$ cat config.mk
export PLATFORM = sky130hd
export DESIGN_NAME = miriscv_mem_resp_stage
export DESIGN_NICKNAME = d
export VERILOG_FILES = /design/src/rtl/miriscv_mem_resp_stage.sv
export SDC_FILE = /design/constraint.sdc
export NUM_CORES = 1
export LEC_CHECK = 0
export CORE_AREA = 2 2 103 105
export CTS_CLUSTER_SIZE = 24
export DETAILED_ROUTE_END_ITERATION = 10
export DIE_AREA = 0 0 105 107
export PLACE_DENSITY = 0.9
export SYNTH_ARGS = -nofsm -noshare
export SYNTH_HDL_FRONTEND = slang
export SYNTH_SLANG_ARGS = --single-unit
$ cat constraint.sdc
create_clock -name clk_i -period 9.66 [get_ports clk_i]
set_input_delay 2.898 -clock clk_i [delete_from_list [all_inputs] [get_ports clk_i]]
set_output_delay 2.898 -clock clk_i [all_outputs]
set_load 0.1 [all_outputs]
$ cat src/rtl/miriscv_mem_resp_stage.sv
// Memory-response stage: waits for the data-memory response of the M instruction,
// extracts/extends load data, picks the writeback value and updates the W register.

package miriscv_pkg;
  parameter int XLEN = 32;
endpackage

package miriscv_gpr_pkg;
  parameter int GPR_ADDR_W = 5;
endpackage

package miriscv_lsu_pkg;
  parameter int MEM_ACCESS_W = 3;
  parameter logic [MEM_ACCESS_W-1:0] MEM_ACCESS_WORD  = 3'd0;
  parameter logic [MEM_ACCESS_W-1:0] MEM_ACCESS_HALF  = 3'd1;
  parameter logic [MEM_ACCESS_W-1:0] MEM_ACCESS_BYTE  = 3'd2;
  parameter logic [MEM_ACCESS_W-1:0] MEM_ACCESS_UHALF = 3'd3;
  parameter logic [MEM_ACCESS_W-1:0] MEM_ACCESS_UBYTE = 3'd4;

  typedef enum logic [1:0] {
    RESP_IDLE  = 2'd0,
    RESP_WAIT  = 2'd1,
    RESP_HOLD  = 2'd2,
    RESP_DRAIN = 2'd3
  } resp_state_e;
endpackage

package miriscv_decode_pkg;
  parameter int WB_SRC_W = 2;
  parameter logic [WB_SRC_W-1:0] ALU_DATA = 2'd0;
  parameter logic [WB_SRC_W-1:0] MDU_DATA = 2'd1;
  parameter logic [WB_SRC_W-1:0] LSU_DATA = 2'd2;
endpackage

module miriscv_mem_resp_stage
  import miriscv_pkg::*;
  import miriscv_gpr_pkg::*;
  import miriscv_lsu_pkg::*;
  import miriscv_decode_pkg::*;
(
  input  logic                    clk_i,
  input  logic                    arstn_i,
  input  logic                    cu_kill_w_i,
  input  logic                    cu_stall_w_i,
  output logic                    w_stall_req_o,
  input  logic                    m_valid_i,
  input  logic                    m_gpr_wr_en_i,
  input  logic [GPR_ADDR_W-1:0]   m_gpr_wr_addr_i,
  input  logic [WB_SRC_W-1:0]     m_gpr_src_sel_i,
  input  logic [XLEN-1:0]         m_alu_result_i,
  input  logic [XLEN-1:0]         m_mdu_result_i,
  input  logic                    m_mem_req_i,
  input  logic                    m_mem_we_i,
  input  logic [MEM_ACCESS_W-1:0] m_mem_size_i,
  input  logic [1:0]              m_mem_addr_i,
  input  logic                    data_rvalid_i,
  input  logic [XLEN-1:0]         data_rdata_i,
  output logic                    w_valid_o,
  output logic                    w_gpr_wr_en_o,
  output logic [GPR_ADDR_W-1:0]   w_gpr_wr_addr_o,
  output logic [XLEN-1:0]         w_gpr_wr_data_o,
  output logic [XLEN-1:0]         w_byp_data_o,
  output resp_state_e             dbg_state_o
);

  resp_state_e     state, state_next;
  logic [XLEN-1:0] rsp_buf;
  logic            buf_load;
  logic            pending;
  logic [XLEN-1:0] rsp_data, rsp_shift, load_data, wb_data;

  // Store responses are only waited for; their data never reaches W.
  logic unused_we;
  assign unused_we = m_mem_we_i;

  assign pending     = m_valid_i & m_mem_req_i;
  assign rsp_data    = (state == RESP_HOLD) ? rsp_buf : data_rdata_i;
  assign rsp_shift   = rsp_data >> {m_mem_addr_i, 3'b000};
  assign dbg_state_o = state;

  always_comb begin
    load_data = rsp_data;
    case (m_mem_size_i)
      MEM_ACCESS_BYTE:  load_data = {{(XLEN-8){rsp_shift[7]}}, rsp_shift[7:0]};
      MEM_ACCESS_UBYTE: load_data = {{(XLEN-8){1'b0}}, rsp_shift[7:0]};
      MEM_ACCESS_HALF:  load_data = {{(XLEN-16){rsp_shift[15]}}, rsp_shift[15:0]};
      MEM_ACCESS_UHALF: load_data = {{(XLEN-16){1'b0}}, rsp_shift[15:0]};
      default:          load_data = rsp_data;
    endcase
  end

  always_comb begin
    wb_data = m_alu_result_i;
    case (m_gpr_src_sel_i)
      MDU_DATA: wb_data = m_mdu_result_i;
      LSU_DATA: wb_data = load_data;
      default:  wb_data = m_alu_result_i;
    endcase
  end

  assign w_byp_data_o = wb_data;

  always_comb begin
    state_next    = state;
    buf_load      = 1'b0;
    w_stall_req_o = 1'b0;
    case (state)
      RESP_IDLE: begin
        w_stall_req_o = pending & ~data_rvalid_i;
        if (pending && !data_rvalid_i) begin
          state_next = RESP_WAIT;
        end else if (pending && cu_stall_w_i && !cu_kill_w_i) begin
          state_next = RESP_HOLD;
          buf_load   = 1'b1;
        end
      end
      RESP_WAIT: begin
        w_stall_req_o = pending & ~data_rvalid_i;
        if (data_rvalid_i) begin
          // A killed instruction consumes its response here instead of draining.
          if (cu_stall_w_i && !cu_kill_w_i) begin
            state_next = RESP_HOLD;
            buf_load   = 1'b1;
          end else begin
            state_next = RESP_IDLE;
          end
        end else if (cu_kill_w_i) begin
          state_next = RESP_DRAIN;
        end
      end
      RESP_HOLD: begin
        if (cu_kill_w_i || !cu_stall_w_i) state_next = RESP_IDLE;
      end
      RESP_DRAIN: begin
        w_stall_req_o = pending;
        if (data_rvalid_i) state_next = RESP_IDLE;
      end
      default: state_next = RESP_IDLE;
    endcase
  end

  always_ff @(posedge clk_i or negedge arstn_i) begin
    if (!arstn_i) begin
      state   <= RESP_IDLE;
      rsp_buf <= '0;
    end else begin
      state <= state_next;
      if (buf_load) rsp_buf <= data_rdata_i;
    end
  end

  always_ff @(posedge clk_i or negedge arstn_i) begin
    if (!arstn_i) begin
      w_valid_o       <= 1'b0;
      w_gpr_wr_en_o   <= 1'b0;
      w_gpr_wr_addr_o <= '0;
      w_gpr_wr_data_o <= '0;
    end else if (cu_kill_w_i) begin
      w_valid_o <= 1'b0;
    end else if (!cu_stall_w_i && !w_stall_req_o) begin
      w_valid_o <= m_valid_i;
      if (m_valid_i) begin
        w_gpr_wr_en_o   <= m_gpr_wr_en_i;
        w_gpr_wr_addr_o <= m_gpr_wr_addr_i;
        w_gpr_wr_data_o <= wb_data;
      end
    end
  end

endmodule

### Word level (Yosys, flattened, before mapping)

Index checks and enable logic that the tools add are counted.

* logic and storage cells: 58
* memory bits (read-only): 0
* register bits after elaboration: 73
* memory bits (writable): 0
* memories kept: 0
* bits in latches: 0

* multipliers: 0
* bitwise gates (word level): 4
* $lt $le $gt $ge: 0
* mux-type cells: 19
* equal/unequal tests: 13
* divide/modulo/power cells: 0
* add/sub/neg operators: 0
* reduce and logical (&&, ||, !) cells: 15
* shift operators: 1

Operators by type and width (count)
* one-hot mux 32 bit (4 select lines): 1
* one-hot mux 32 bit (2 select lines): 1
* two-way mux 32 bit: 1
* >> shifter 32 x 5 -> 16 bit: 1
* two-way mux 2 bit: 7
* one-hot mux 2 bit (4 select lines): 1
* == test 2 bit, second input constant: 3
* == test 3 x 2 -> 1 bit, second input constant: 2
* two-way mux 1 bit: 6
* != test 3 bit, second input constant: 2
* logical AND 1 bit: 5
* == test 2 x 1 -> 1 bit, second input constant: 2
* zero test 1 bit: 4
* one-hot mux 1 bit (2 select lines): 2
* AND reduction 4 bit: 1
* == test 3 x 1 -> 1 bit, second input constant: 1
* == test 3 bit, second input constant: 1
* AND reduction 3 bit: 1
* AND 1 bit: 2
* zero test 2 bit: 1
* != test 2 x 1 -> 1 bit, second input constant: 1
* != test 2 bit, second input constant: 1
* inverter 1 bit: 2
* nonzero test 2 bit: 1
* other kinds (2): 2

### Longest topological paths before layout

* depth in word-level cells: 7
* mapped depth: 9
* mapped depth without buffers: 7

### Worst setup path after synthesis

OpenSTA, ideal clock, no wires.

* path kind: input-to-output
* from: input port m_mem_addr_i[1]
* to: output port w_byp_data_o[4]
* path slack: 1.107 ns
* arrival: 5.655 ns
* stages: 7
* path buffers: 2
* required time: 6.762 ns
* cell sequence: buf_2 -> buf_2 -> mux2i_1 -> mux2_2 -> a22oi_1 -> o221ai_1 -> a2bb2oi_1

* word-level cells in the longest chain between the ends: 3

RTL lines
* from (decl): line 55 `input logic [1:0] m_mem_addr_i,`
* >> shifter 32 x 5 -> 16 bit: line 78 `assign rsp_shift = rsp_data >> {m_mem_addr_i, 3'b000};`
* one-hot mux 32 bit (4 select lines): line 83 `case (m_mem_size_i)`
* one-hot mux 32 bit (2 select lines): line 94 `case (m_gpr_src_sel_i)`
* to (decl): line 62 `output logic [XLEN-1:0] w_byp_data_o,`

Every way passes these cells.

### Worst setup path in the final report

* from: input port m_mem_addr_i[0]
* to: output port w_byp_data_o[26]

Same word-level chain as after synthesis.

==> flow_summary.ini <==
[status]
run_status = completed

[sta]
maxClockFrequency_ghz = 0.115
relSlewSlack_pct = 25.9
number_of_pins_with_negative_max_slew_slack_in_the_final_report = 0
worst_slack_on_hold_paths_ns = 0.477
finalClockSkew_ns = 0.0151
min_period_ns = 8.67
grt_setup_unrepaired = no
timing_worst_slew_pin_value_ns = 1.11
final_hold_viol_count = 0
finalCritPeriodShare_pct = 89.8
totalNegativeSetupSlack_ns = 0
finalSetupViolations = 0
setup_slack_ns = 0.988

[power_and_ir_drop]
p_leak_nw = 3.02
power.density_cell_area_nw_per_um2 = 216
peak_supply_drop_uv = 128

[clocking]
cts_buffers = 9
tritoncts = done
ctsResizeCount = 0
hold_buffers = 0
cts_num_sinks = 73
clockRootBuffer = sky130_fd_sc_hd__clkbuf_8
clkSlewWorstSetupHoldPaths_ns = 0.07
insertion_delay_of_the_later_clocked_pin_in_the_worst_skew_pair_ns = 0.35
cts_buffer_depth = 2
cts_htree_levels = 3
cts_post_setup_buffers_inserted = 0

[final_layout]
antenna_cells = 0
flow.area_growth_from_synthesis_pct = 53.3
layout.cells.non_filler = 782
layout_cell_share_with_drive_strength_beyond_1_pct = 21.1
fin_nets = 760

[critical_path]
arrival_ns = 5.77
worstPathMaxFanout = 16
required_ns = 6.76
worst-setup-path-type = in2out
start_kind = input port
critical_path.endpoint_type = primary output

[placement]
final_gp_congestion = 0.932
port_buffers = 189
hpwlAfterDp_mm = 11.9
place_ws_ns = 1.07
dpl.cell_count = 766

[floorplan]
rows = 37
die_width_um = 105
initial_core_utilization_pct = 46.2
num_io_pins = 191
design.die.area_um2 = 11200
core_um2 = 10100
die_height_um = 107

[grt]
number_of_global_route_vias_before_repair = 4630
groute.usage.overall_pct = 27.7
grt_pass1_wl_mm = 24.6
globalRoute.totalOverflow = 0
grt_antenna_before_repair = 0
pin_count_of_the_biggest_net_entering_global_routing = 74

[synth]
synth_edf_count = 0
synth_seq_area_share_pct = 39.2
postSynthNetCount = 590
synthFlopType = sky130_fd_sc_hd__dfrtp_1
synth.ff_latch_count = 73
synthesis.area_per_instance_um2 = 9.90
post_synth_inst_count = 471
synth_cell_types = 48
synth_async_sr_flop_share_pct = 100
syn_area_um2 = 4660
ys_warn_count = 0

[route]
detail_route.drc_violations = 0
detail-route-antenna-nets = 0
vias = 4612
vias_per_cell = 5.90
wl_per_cell_um = 20.2
dr.first_iter.drc_count = 440
routed_wirelength_mm = 15.8
drtPass1Iterations = 6

[job]
max_cap_viol_count = 0

[hold_path]
hp-class = reg2reg
## power breakdown
part	internal, mW	switching, mW
Clock	0.141	0.112
Combinational	0.274	0.588
Sequential	0.383	0.0467
Total	0.798	0.746
## per-layer routing
| metal | up-vias | routed length (um) | global-route usage (%) |
|---|---|---|---|
| li1 | 2100 | - | - |
| met1 | 2206 | 6420 | 35.5 |
| met2 | 258 | 7660 | 46.9 |
| met3 | 48 | 1240 | 5.84 |
| met4 | 0 | 467 | 8.86 |
| met5 | - | 0 | 0 |
## layout by cell type, fill, tap and decap left out, types with 2 or more instances in the layout
cell type,synthesis,routed
sky130_fd_sc_hd__a22oi_1,7,7
sky130_fd_sc_hd__clkdlybuf4s50_1,0,156
sky130_fd_sc_hd__ha_1,2,2
sky130_fd_sc_hd__a221oi_2,10,10
sky130_fd_sc_hd__inv_1,6,6
sky130_fd_sc_hd__buf_12,0,32
sky130_fd_sc_hd__dfrtp_1,73,73
sky130_fd_sc_hd__mux2i_1,28,28
sky130_fd_sc_hd__nor2_1,53,53
sky130_fd_sc_hd__nand2b_1,4,3
sky130_fd_sc_hd__a2111oi_0,3,3
sky130_fd_sc_hd__o21ai_0,11,11
sky130_fd_sc_hd__mux2_2,61,61
sky130_fd_sc_hd__nand2_1,51,51
sky130_fd_sc_hd__o221ai_1,14,14
sky130_fd_sc_hd__buf_4,0,7
sky130_fd_sc_hd__and3b_1,4,4
sky130_fd_sc_hd__a2bb2oi_1,7,7
sky130_fd_sc_hd__clkbuf_1,24,2
sky130_fd_sc_hd__clkbuf_8,0,12
sky130_fd_sc_hd__o31ai_1,20,20
sky130_fd_sc_hd__a31oi_1,2,2
sky130_fd_sc_hd__a21boi_0,16,16
sky130_fd_sc_hd__a221oi_1,6,6
sky130_fd_sc_hd__a21oi_1,32,32
## flip-flops by register name, indices dropped and copies added (netlist names)
name,flops
dbg_state_o,2
w_gpr_wr_data_o,32
w_valid_o,1
rsp_buf,32
w_gpr_wr_addr_o,5
w_gpr_wr_en_o,1
## layout make-up
type / count / area [um^2]
Multi-Input combinational cell: 355 / 2670
Sequential cell: 73 / 1830
Clock buffer: 14 / 173
Clock inverter: 2 / 35.0
Tap cell: 136 / 170
Timing Repair Buffer: 195 / 2250
Fill cell: 725 / 2940
Inverter: 7 / 26.3
## stage by stage
stage / instance area (um^2) / util, % / total power [mW]
floorplan: 4660 / - / 1.02
global placement: 6940 / 68.8 / 1.27
detailed placement: 6940 / 68.8 / 1.29
CTS: 7150 / 70.9 / 1.55
global route: 7150 / 70.9 / 1.60
finish: 7150 / 70.9 / 1.54
## Yosys cell counts, types with 2 or more instances
| cell type | number | share of area, % |
|---|---|---|
| sky130_fd_sc_hd__a2111oi_0 | 3 | 0.56 |
| sky130_fd_sc_hd__a21boi_0 | 16 | 2.6 |
| sky130_fd_sc_hd__a21oi_1 | 32 | 3.4 |
| sky130_fd_sc_hd__a221oi_1 | 6 | 1.1 |
| sky130_fd_sc_hd__a221oi_2 | 10 | 3.2 |
| sky130_fd_sc_hd__a22oi_1 | 7 | 1.1 |
| sky130_fd_sc_hd__a2bb2oi_1 | 7 | 1.3 |
| sky130_fd_sc_hd__a31oi_1 | 2 | 0.27 |
| sky130_fd_sc_hd__and3b_1 | 4 | 0.75 |
| sky130_fd_sc_hd__buf_2 | 9 | 0.97 |
| sky130_fd_sc_hd__buf_6 | 2 | 0.48 |
| sky130_fd_sc_hd__clkbuf_1 | 24 | 1.9 |
| sky130_fd_sc_hd__dfrtp_1 | 73 | 39 |
| sky130_fd_sc_hd__ha_1 | 2 | 0.54 |
| sky130_fd_sc_hd__inv_1 | 6 | 0.48 |
| sky130_fd_sc_hd__mux2_2 | 61 | 15 |
| sky130_fd_sc_hd__mux2i_1 | 28 | 6.0 |
| sky130_fd_sc_hd__nand2_1 | 51 | 4.1 |
| sky130_fd_sc_hd__nand2b_1 | 4 | 0.54 |
| sky130_fd_sc_hd__nor2_1 | 53 | 4.3 |
| sky130_fd_sc_hd__nor3_1 | 2 | 0.21 |
| sky130_fd_sc_hd__o21ai_0 | 11 | 1.2 |
| sky130_fd_sc_hd__o221ai_1 | 14 | 2.6 |
| sky130_fd_sc_hd__o31ai_1 | 20 | 3.2 |
## cell families after synthesis
group	synth area share [%]
adders and majority gates	0.536
AOI/OAI and AO/OA	23.5
DFF	39.2
and+or+nand+nor	11.5
muxes	21.2
buffers and inverters	4.02
## path summary, 6_finish.rpt
kind	depth (start not counted)	from	slack, ns	to
worst max-delay path	8	m_mem_addr_i[0]	0.99	w_byp_data_o[26]
worst min-delay path	2	w_gpr_wr_data_o[10]	0.48	w_gpr_wr_data_o[10]
worst max register to register	6	dbg_state_o[0]	6.11	w_gpr_wr_data_o[21]
worst min register to register	2	w_gpr_wr_data_o[10]	0.48	w_gpr_wr_data_o[10]
max in group asynchronous	1	arstn_i	6.35	rsp_buf[25]
min in group asynchronous	1	arstn_i	2.66	w_gpr_wr_data_o[20]
## critical path, cell delays in order
cell and delay [ns]:
sky130_fd_sc_hd__clkdlybuf4s50_1 0.66, sky130_fd_sc_hd__inv_1 0.22, sky130_fd_sc_hd__a2111oi_0 0.10, sky130_fd_sc_hd__or4_4 0.62, sky130_fd_sc_hd__o221ai_4 0.56, sky130_fd_sc_hd__a221oi_1 0.23
sky130_fd_sc_hd__nor2_1 0.26, sky130_fd_sc_hd__buf_12 0.21
No activity file was read; power rests on OpenSTA's default activity.
